==> src/rtl/instruction_encoder.sv <==
// instruction_encoder
//   Program-loader front end. Encodes decoded LEGv8-subset instruction fields
//   into 32-bit machine words and streams them, with sequential byte
//   addresses starting at BASE_ADDR, to an instruction-memory write port.
//
//   Ports
//     clk, reset        rising-edge clock; synchronous active-high reset
//     restart           drop held word, rewind address/count
//     in_valid/in_ready field-bundle handshake (op, rd, rn, rm, shamt, imm*)
//     out_valid/out_ready, out_data, out_addr   memory write handshake
//     word_count, full  words accepted since reset/restart; count == DEPTH
//     err_illegal       one-cycle pulse when an illegal op is consumed
//     err_sticky        set on any illegal op, cleared only by reset
module instruction_encoder #(
  parameter int unsigned DEPTH     = 1024,
  parameter int unsigned ADDR_W    = 12,
  parameter int unsigned BASE_ADDR = 0
) (
  input  logic                       clk,
  input  logic                       reset,
  input  logic                       restart,
  input  logic                       in_valid,
  output logic                       in_ready,
  input  logic [3:0]                 op,
  input  logic [4:0]                 rd,
  input  logic [4:0]                 rn,
  input  logic [4:0]                 rm,
  input  logic [5:0]                 shamt,
  input  logic [11:0]                imm12,
  input  logic [8:0]                 imm9,
  input  logic [18:0]                imm19,
  input  logic [25:0]                imm26,
  output logic                       out_valid,
  input  logic                       out_ready,
  output logic [31:0]                out_data,
  output logic [ADDR_W-1:0]          out_addr,
  output logic [$clog2(DEPTH+1)-1:0] word_count,
  output logic                       full,
  output logic                       err_illegal,
  output logic                       err_sticky
);

  localparam int unsigned CNT_W = $clog2(DEPTH + 1);
  localparam logic [ADDR_W-1:0] BASE  = ADDR_W'(BASE_ADDR);
  localparam logic [CNT_W-1:0]  LIMIT = CNT_W'(DEPTH);

  typedef enum logic [1:0] {
    IDLE = 2'd0,
    HOLD = 2'd1,
    FULL = 2'd2
  } state_t;

  state_t              state, state_next;
  logic [ADDR_W-1:0]   next_addr;
  logic [31:0]         enc;
  logic                legal;
  logic                accept;
  logic                acc_legal;
  logic                transfer;

  // Field packing; the legal flag rides along so illegal ops share the
  // same accept path but never produce a word.
  always_comb begin
    enc   = '0;
    legal = 1'b1;
    case (op)
      4'd0: enc = {10'b1001000100, imm12, rn, rd};
      4'd1: enc = {11'b10101011000, rm, shamt, rn, rd};
      4'd2: enc = {11'b11101011000, rm, shamt, rn, rd};
      4'd3: enc = {6'b000101, imm26};
      4'd4: enc = {6'b100101, imm26};
      4'd5: enc = {8'b01010100, imm19, rd};
      4'd6: enc = {8'b10110100, imm19, rd};
      // The decoder takes the branch target from [4:0], so rn fills both slots.
      4'd7: enc = {11'b11010110000, 5'b11111, 6'b000000, rn, rn};
      4'd8: enc = {11'b11111000010, imm9, 2'b00, rn, rd};
      4'd9: enc = {11'b11111000000, imm9, 2'b00, rn, rd};
      default: begin
        enc   = '0;
        legal = 1'b0;
      end
    endcase
  end

  assign out_valid = (state == HOLD);
  assign full      = (word_count == LIMIT);
  assign transfer  = out_valid && out_ready;

  // Also blocked while the last permitted word is still held, so the
  // memory is never written past DEPTH words.
  assign in_ready  = (state != FULL) && !full && (!out_valid || out_ready) && !restart;
  assign accept    = in_valid && in_ready;
  assign acc_legal = accept && legal;

  always_comb begin
    state_next = state;
    case (state)
      IDLE: if (acc_legal) state_next = HOLD;
      HOLD: begin
        if (transfer) begin
          if (acc_legal)      state_next = HOLD;
          else if (full)      state_next = FULL;
          else                state_next = IDLE;
        end
      end
      FULL:    state_next = FULL;
      default: state_next = IDLE;
    endcase
    if (restart) state_next = IDLE;
  end

  always_ff @(posedge clk) begin
    if (reset) state <= IDLE;
    else       state <= state_next;
  end

  always_ff @(posedge clk) begin
    if (reset) begin
      out_data    <= '0;
      out_addr    <= BASE;
      next_addr   <= BASE;
      word_count  <= '0;
      err_illegal <= 1'b0;
      err_sticky  <= 1'b0;
    end else if (restart) begin
      next_addr   <= BASE;
      word_count  <= '0;
      err_illegal <= 1'b0;
    end else begin
      if (acc_legal) begin
        out_data   <= enc;
        out_addr   <= next_addr;
        next_addr  <= next_addr + ADDR_W'(4);
        word_count <= word_count + CNT_W'(1);
      end
      err_illegal <= accept && !legal;
      if (accept && !legal) err_sticky <= 1'b1;
    end
  end

endmodule

==> config.mk <==
export PLATFORM = sky130hd
export DESIGN_NAME = instruction_encoder
export DESIGN_NICKNAME = d
export VERILOG_FILES = /design/src/rtl/instruction_encoder.sv
export SDC_FILE = /design/constraint.sdc
export NUM_CORES = 1
export LEC_CHECK = 0
export CAP_MARGIN = 20
export CORE_AREA = 10 10 102 104
export CTS_CLUSTER_SIZE = 16
export DETAILED_ROUTE_END_ITERATION = 8
export DIE_AREA = 0 0 112 114
export GPL_ROUTABILITY_DRIVEN = 0
export PLACE_DENSITY = 0.79
export SETUP_SLACK_MARGIN = 0.1
export SLEW_MARGIN = 40
export SYNTH_ARGS = -nofsm -noshare
export SYNTH_HDL_FRONTEND = slang
export SYNTH_SLANG_ARGS = --single-unit
==> constraint.sdc <==
create_clock -name clk -period 2.71 [get_ports clk]
set_input_delay 0.542 -clock clk [delete_from_list [all_inputs] [get_ports clk]]
set_output_delay 0.542 -clock clk [all_outputs]
set_load 0.1 [all_outputs]
After elaboration in Yosys (flattened, before gate mapping)
Index checks and enable logic that the tools add are counted.
Cells by class
  add/subtract/negate cells: 2
  $mul: 0
  div/mod/pow operators: 0
  order comparisons: 0
  equal/unequal tests: 15
  shifts and indexed selects: 0
  mux-type cells: 7
  bitwise operators: 1
  reduce and logical (&&, ||, !) cells: 19
Operator list (number)
  $pmux W32 S10: 1
  $eq A4 B3 Y1 const B: 4
  $add A12 B3 Y12 const B: 1
  $add A11 B1 Y11 const B: 1
  $eq A11 B11 Y1 const B: 1
  $reduce_or A10 Y1: 1
  $eq A4 B2 Y1 const B: 2
  $eq A4 B4 Y1 const B: 2
  $mux W2: 4
  $logic_and A1 B1 Y1: 7
  $pmux W2 S3: 1
  $reduce_and A2 Y1: 3
  $eq A4 B1 Y1 const B: 1
  $logic_not A1 Y1: 4
  $logic_not A4 Y1: 1
  $ne A2 B2 Y1 const B: 2
  $eq A2 B1 Y1 const B: 1
  $eq A2 B2 Y1 const B: 1
  $logic_not A2 Y1: 1
  $ne A2 B1 Y1 const B: 1
  $reduce_or A2 Y1: 1
  $logic_or A1 B1 Y1: 1
  $mux W1: 1
  $not A1 Y1: 1
Storage, ports and cells
  flip-flop bits (word level): 71
  latch bits: 0
  RAM bits: 0
  ROM bits: 0
  input bits: 96
  output and inout port bits: 60
  word-level logic and storage cells: 51
  memories: 0

Depth between registers and ports, before layout
Gate-level depths: netlist of the first run.
  depth in word-level cells: 10
  gate-level depth with buffers: 9

Worst setup path before layout of the first run
No wires, ideal clock.
  kind: flip-flop to output port
  from: reg word_count[0]
  to: out in_ready
  arrival: 5343 ps
  data required time: 2168 ps
  slack: -3175 ps
  stages on the path, launching flop included: 7
  cells stage by stage: dfxtp_1 inv_1 ha_1 and4_1 clkbuf_1 clkbuf_1 nor4_1
On the way
  word-level cells in the longest chain between the ends: 5
RTL lines
  start: declaration: RTL line 37  | output logic [$clog2(DEPTH+1)-1:0] word_count,
  start signal: assignment: RTL line 134  | word_count <= word_count + CNT_W'(1);
  $eq A11 B11 Y1: RTL line 86  | assign full = (word_count == LIMIT);
  via full: RTL line 38  | output logic full,
  $logic_not A1 Y1: RTL line 91  | assign in_ready = (state != FULL) && !full && (!out_valid || out_ready) && !restart;
  $logic_and A1 B1 Y1 (3 in series): RTL line 91
  end: declaration: RTL line 23  | output logic in_ready,
The timed path passes the listed nets, and every way through them passes these cells.

Worst setup path after layout of the first run
  from: reg word_count[1]
  to: out in_ready
On the way
  word-level cells in the longest chain between the ends: 5
RTL lines (RTL line)
  $eq A11 B11 Y1: 86
  $logic_not A1 Y1: 91
  $logic_and A1 B1 Y1 (3 in series): 91
Every way passes these cells.

==> impl_metrics.ini, run 1 <==
[placed_design]
dp.cells = 674
port_buffers = 153
dpl.hpwl_mm = 10.0

[die]
die-area_um2 = 12800
die_width_um = 112
die_y_um = 114
io_pins = 156
start_util = 0.404
rows = 34
core_area_um2 = 8470

[job]
max-cap-violations = 0

[clock_network]
clk_pin_slew_ps = 70
clk_path_buf_depth = 2
cts_hold_buf = 0
cts_tree = built
cts-buffers-inserted = 9
cts_sinks = 67
ctsResizeCount = 0
cts_max_level = 3
cts_setup_buffers = 0
ctsRootBufferMaster = clkbuf_8
clock_insertion_delay_worst_skew_ps = 340

[yosys]
synth_edf_count = 0
synth.distinct_cells = 50
synth_top_cell_area_share = 0.392
yosysSeqAreaShare = 0.392
netlist_area_um2 = 3420
synth-seq-cells = 67
synth_most_common_cell = dfxtp_1
synth_top_cell_by_area = dfxtp_1
ys_warn_count = 0
avgSynthCellArea_um2 = 8.25
synth_cells = 415
synthTopCellsByCount = dfxtp_1 (67), nor2_1 (57), nand2_1 (38)
netlist_top_cells_area = dfxtp_1 (39%), nor2_1 (6.3%), a211oi_1 (4.4%)
synthArstFlopShare = 0
synth-main-ff-cell = dfxtp_1

[route]
vias = 3801
ant_nets = 0
dr.pass1.iters = 7
wirelength_mm = 12.4
drt_iter0_drc = 322
drc = 0
wl_per_cell_um = 18.0
via_per_inst = 5.51

[global_routing]
grtUsageTotal = 0.184
antenna_found_initial = 0
grt.overflow.total = 0
grt_pass1_vias = 3920
grt_start_max_net_pins = 35
grt_pass1_wl_mm = 19.6

[timing]
setup_viol = 0
grt_setup_unrepaired = no
hold_viol_final = 0
final_max_slew_viol_count = 0
max_freq_mhz = 419
period_minus_slack_ps = 2380
worst_slew_pin_slew_ps = 501
finClkSkew_ps = 5.95
fin_crit_sh = 0.880
relSlewSlack = 0.666

[power_and_ir_drop]
seq_power_share = 0.389
p_switching_uw = 823
power.share.clock = 0.344
internal_power_uw = 1800
ir_worst_vdd_uv = 295
p_leak_uw = 0.00204
power.density_nw_per_um2 = 490
swShare = 0.314
comb_power_share = 0.267

[layout]
drive_gt1_frac = 0.223
n_antenna_cell = 0
layout.nets = 676
finalNonFillerCells = 690
synthToLayoutAreaGrowth_pct = 56.6
post-route-util = 0.633

[setup_path]
cpLargestDelayFamily = simple AND/OR/NAND/NOR gates
cp_slowest_stage_delay_ps = 400
cp_slowest_cell = nor4_4
critPathMaxFanout = 9
path_cells = inv_2 > ha_2 > and4_1 > nor4_4 > buf_12
critPathCaptureType = output port
crit_path_start_kind = register
setup.worst_path.class = register to output port
cp_data_required_time_ps = 2170
arrival_ps = 1840
critPathBufInv = 2

[hold_path]
hp-class = register to register

[status]
run_status = finished, final reports clean
==> cell usage in the layout (no fill, tap or decap), types with 2 or more instances in the layout <==
master / instances
nor4_1: 6
nand2_1: 38
or3_1: 4
a22oi_1: 9
nand3_1: 13
buf_12: 4
and3_1: 3
nand2b_1: 3
a22o_1: 4
conb_1: 2
nor2_1: 57
nand4_1: 4
dfxtp_4: 10
a21oi_1: 24
a211oi_1: 20
inv_2: 2
a311oi_1: 2
ha_1: 2
a31oi_1: 2
nor3_1: 28
a221oi_1: 2
mux2i_1: 12
nor4b_1: 2
xor2_1: 5
inv_1: 2
clkinv_2: 3
xnor2_1: 14
clkbuf_8: 11
a222oi_1: 13
o21ai_0: 6
nor3b_1: 3
a2111oi_0: 6
nor2b_1: 3
clkdlybuf4s50_1: 94
and4_1: 4
buf_4: 87
dfxtp_1: 56
==> cells by family after synthesis <==
group | share of synthesized area
simple gates | 0.246
buf+inv | 0.0523
mux | 0.0450
fa+ha+maj | 0.0110
compound gates | 0.204
flops | 0.392
xor+xnor | 0.0486
other cells | 0.00110
==> layer usage <==
| metal | vias up | track usage | part of all wire |
|---|---|---|---|
| met3 | 28 | 0.0835 | 0.10 |
| met1 | 1746 | 0.200 | 0.40 |
| met5 | - | 0 | 0 |
| met4 | 0 | 0.0838 | 0.028 |
| li1 | 1849 | - | - |
| met2 | 178 | 0.303 | 0.47 |
==> stage by stage <==
| step | hold slack, ps | instance area (um2) | setup WS, ps | total power, uW | TNS (ps) |
|---|---|---|---|---|---|
| floorplan | 440 | 3510 | -221 | 1460 | -221 |
| global placement | 446 | 5140 | 62.5 | 1730 | 0 |
| detailed placement | 451 | 5140 | 18.1 | 1740 | 0 |
| CTS | 460 | 5360 | 311 | 2630 | 0 |
| global route | 472 | 5360 | 249 | 2720 | 0 |
| finish | 459 | 5360 | 325 | 2630 | 0 |
==> power groups by stage <==
stage | Combinational, uW | Clock (uW) | Sequential, uW
CTS | 700 | 912 | 1020
global placement | 691 | 0 | 1040
floorplan | 216 | 0 | 1250
finish | 702 | 903 | 1020
global route | 739 | 958 | 1020
detailed placement | 699 | 0 | 1040
==> worst paths after layout <==
kind / startpoint / end / slack [ps] / depth (start not counted)
setup reg to reg: state[1] / out_data[24] / 620 / 6
hold reg to reg: out_addr[6] / out_addr[6] / 460 / 2
setup / recovery: word_count[1] / in_ready / 330 / 5
hold / removal: out_addr[6] / out_addr[6] / 460 / 2
==> flip-flops by register name, indices dropped and copies added, names as in the netlist <==
register,flops
out_data,32
word_count,11
next_addr,10
out_addr,10
state,2
err_illegal,1
err_sticky,1
==> cell type report <==
class / instances / area, um2
multi-input cells: 309 / 1930
clock buffers: 12 / 176
clock inverters: 4 / 45.0
well taps: 108 / 135
inverters: 4 / 15.0
fillers: 727 / 3110
repair buffers: 186 / 1680
flip-flops and latches: 67 / 1380
==> worst register-to-register path, delay by kind of cell (launching register included) <==
kind,cells,cell delay [ps]
simple gates,4,1340
compound gates,1,140
flops,1,340
buf+inv,1,200
(Power assumes the default switching activity.)
==> run 2, diff against run 1 <==
--- a/config.mk
+++ b/config.mk
@@ -7,10 +7,12 @@
 export LEC_CHECK = 0
 export CAP_MARGIN = 20
 export CORE_AREA = 10 10 102 104
+export CTS_CLUSTER_DIAMETER = 50
 export CTS_CLUSTER_SIZE = 16
 export DETAILED_ROUTE_END_ITERATION = 8
 export DIE_AREA = 0 0 112 114
 export GPL_ROUTABILITY_DRIVEN = 0
+export HOLD_SLACK_MARGIN = 0.05
 export PLACE_DENSITY = 0.79
 export SETUP_SLACK_MARGIN = 0.1
 export SLEW_MARGIN = 40
==> constraint.sdc (replaced) <==
create_clock -name clk -period 2.71 [get_ports clk]
set_input_delay 0.542 -clock clk [delete_from_list [all_inputs] [get_ports clk]]
set_output_delay 0.542 -clock clk [all_outputs]
set_load 0.05 [all_outputs]
==> run 2 against run 1 <==
Register-to-register slack got worse by 100 ps. Setup slack got worse by 55 ps. Combinational power decreased by 17%. Final cell count decreased by 0.14%. Clock skew about the same. Design area increased by 0.96%. Flip-flop and latch count unchanged. Critical endpoint is now next_addr[11]. Highest routed layer unchanged. Sequential share of layout area decreased by 0.73 points. Core utilization increased by 0.61 points. Via count decreased by 0.82%. Worst hold slack got worse by 4.9 ps.
==> impl_metrics.ini, run 2 (synthesis gave the netlist of run 1 again) <==
[power_and_ir_drop]
p_total_uw = 2430
ir_worst_vdd_uv = 242
p_switching_uw = 695
swShare = 0.286
p_leak_uw = 0.00190
comb_power_share = 0.240
power.density_nw_per_um2 = 449
seq_power_share = 0.424
internal_power_uw = 1740
power.share.clock = 0.336

[clock_network]
clock_insertion_delay_worst_skew_ps = 340
ctsRootBufferMaster = clkbuf_8
cts_setup_buffers = 0
cts_hold_buf = 0
clk_pin_slew_ps = 70
cts_sinks = 67
cts-buffers-inserted = 9
cts_max_level = 3
cts_tree = built
clk_path_buf_depth = 2
ctsResizeCount = 0

[setup_path]
cp_data_required_time_ps = 2980
path_cells = clkdlybuf4s50_1 > nand2b_1 > or4b_4 > or2_1 > or4_1 > a21oi_1
critPathCaptureType = register
cp_slowest_cell = clkdlybuf4s50_1
arrival_ps = 2710
critPathMaxFanout = 4
setup.worst_path.class = primary input to register
cp_slowest_stage_delay_ps = 520
crit_path_start_kind = primary input

[die]
core_area_um2 = 8470
io_pins = 156
start_util = 0.404
rows = 34
die_y_um = 114
die-area_um2 = 12800
die_width_um = 112

[timing]
holdWs_ps = 454
finClkSkew_ps = 5.84
setup_viol = 0
final_max_slew_viol_count = 0
worst_slew_pin_slew_ps = 573
fin_crit_sh = 0.900
grt_setup_unrepaired = no
hold_viol_final = 0
relSlewSlack = 0.618
period_minus_slack_ps = 2440
max_freq_mhz = 410

[global_routing]
grt_start_max_net_pins = 45
antenna_found_initial = 0
grt_pass1_wl_mm = 19.7
grt_pass1_vias = 3910
grt.overflow.total = 0
grtUsageTotal = 0.187

[route]
wl_per_cell_um = 18.0
drt_iter0_drc = 269
dr.pass1.iters = 8
via_per_inst = 5.47
vias = 3770
ant_nets = 0
wirelength_mm = 12.4
drc = 0

[job]
max-cap-violations = 0

[layout]
final_common_cell = clkdlybuf4s50_1
top_regs = out_data (32), word_count (11)
largest_reg_flops = 32
layout.nets = 675
drive_gt1_frac = 0.117
n_fill_cell = 734
mostFrequentLayoutCells = clkdlybuf4s50_1 (150), nor2_1 (57), dfxtp_1 (57), nand2_1 (38), buf_4 (32)
top_register = out_data
n_antenna_cell = 0
synthToLayoutAreaGrowth_pct = 58.1

[status]
run_status = finished, final reports clean

[placed_design]
dpl.hpwl_mm = 9.94
port_buffers = 153

[hold_path]
hp-class = register to register
[run 2: cell types whose count changed in the layout (fill, tap and decap cells not counted), sizes merged]
cell and delta:
buf -57, clkdlybuf4s50 +56, clkbuf -1, clkinvlp +1
[run 2: worst paths after layout]
path,start,to,slack [ps],cells after the start
min reg2reg,out_addr[6],out_addr[6],450,2
max,restart,next_addr[11],270,6
min,out_addr[6],out_addr[6],450,2
max reg2reg,word_count[2],out_addr[10],520,8
[run 2: through the flow]
stage | instance area, um2 | setup TNS [ps] | utilization | worst slack, ps | std cells
2_1_floorplan | 3460 | 0 | - | 124 | 416
3_3_place_gp | 5220 | 0 | 0.616 | 31.7 | 673
3_5_place_dp | 5220 | -32.2 | 0.616 | -16.6 | 673
4_1_cts | 5410 | 0 | 0.639 | 303 | 689
5_1_grt | 5410 | 0 | 0.639 | 140 | 689
6_report | 5410 | 0 | 0.639 | 270 | 689
[run 2: power groups by stage]
stage,Clock (uW),Sequential (uW),Combinational (uW)
finish,816,1030,584
global route,874,1030,626
CTS,836,1030,585
detailed placement,0,1050,583
global placement,0,1050,576
floorplan,0,1150,205
[run 2: critical path: cells and delay by family]
family / cells / cell delay [ps]
AOI/OAI and AO/OA: 1 / 150
buffers and inverters: 1 / 520
and+or+nand+nor: 4 / 1490
[run 2: routing by layer]
metal	up-vias	part of all wire	GRT usage
li1	1852	-	-
met1	1720	0.37	0.192
met3	18	0.13	0.0961
met2	180	0.48	0.310
met5	-	0	0
met4	0	0.022	0.0880
[run 2: area by class of cell]
cell class | count | area [um2] | share of cell area
flip-flops and latches | 67 | 1350 | 0.250
clock inverters | 5 | 52.6 | 0.00971
inverters | 4 | 15.0 | 0.00278
multi-input cells | 309 | 1930 | 0.356
repair buffers | 185 | 1790 | 0.330
well taps | 108 | 135 | 0.0250
clock buffers | 11 | 141 | 0.0261
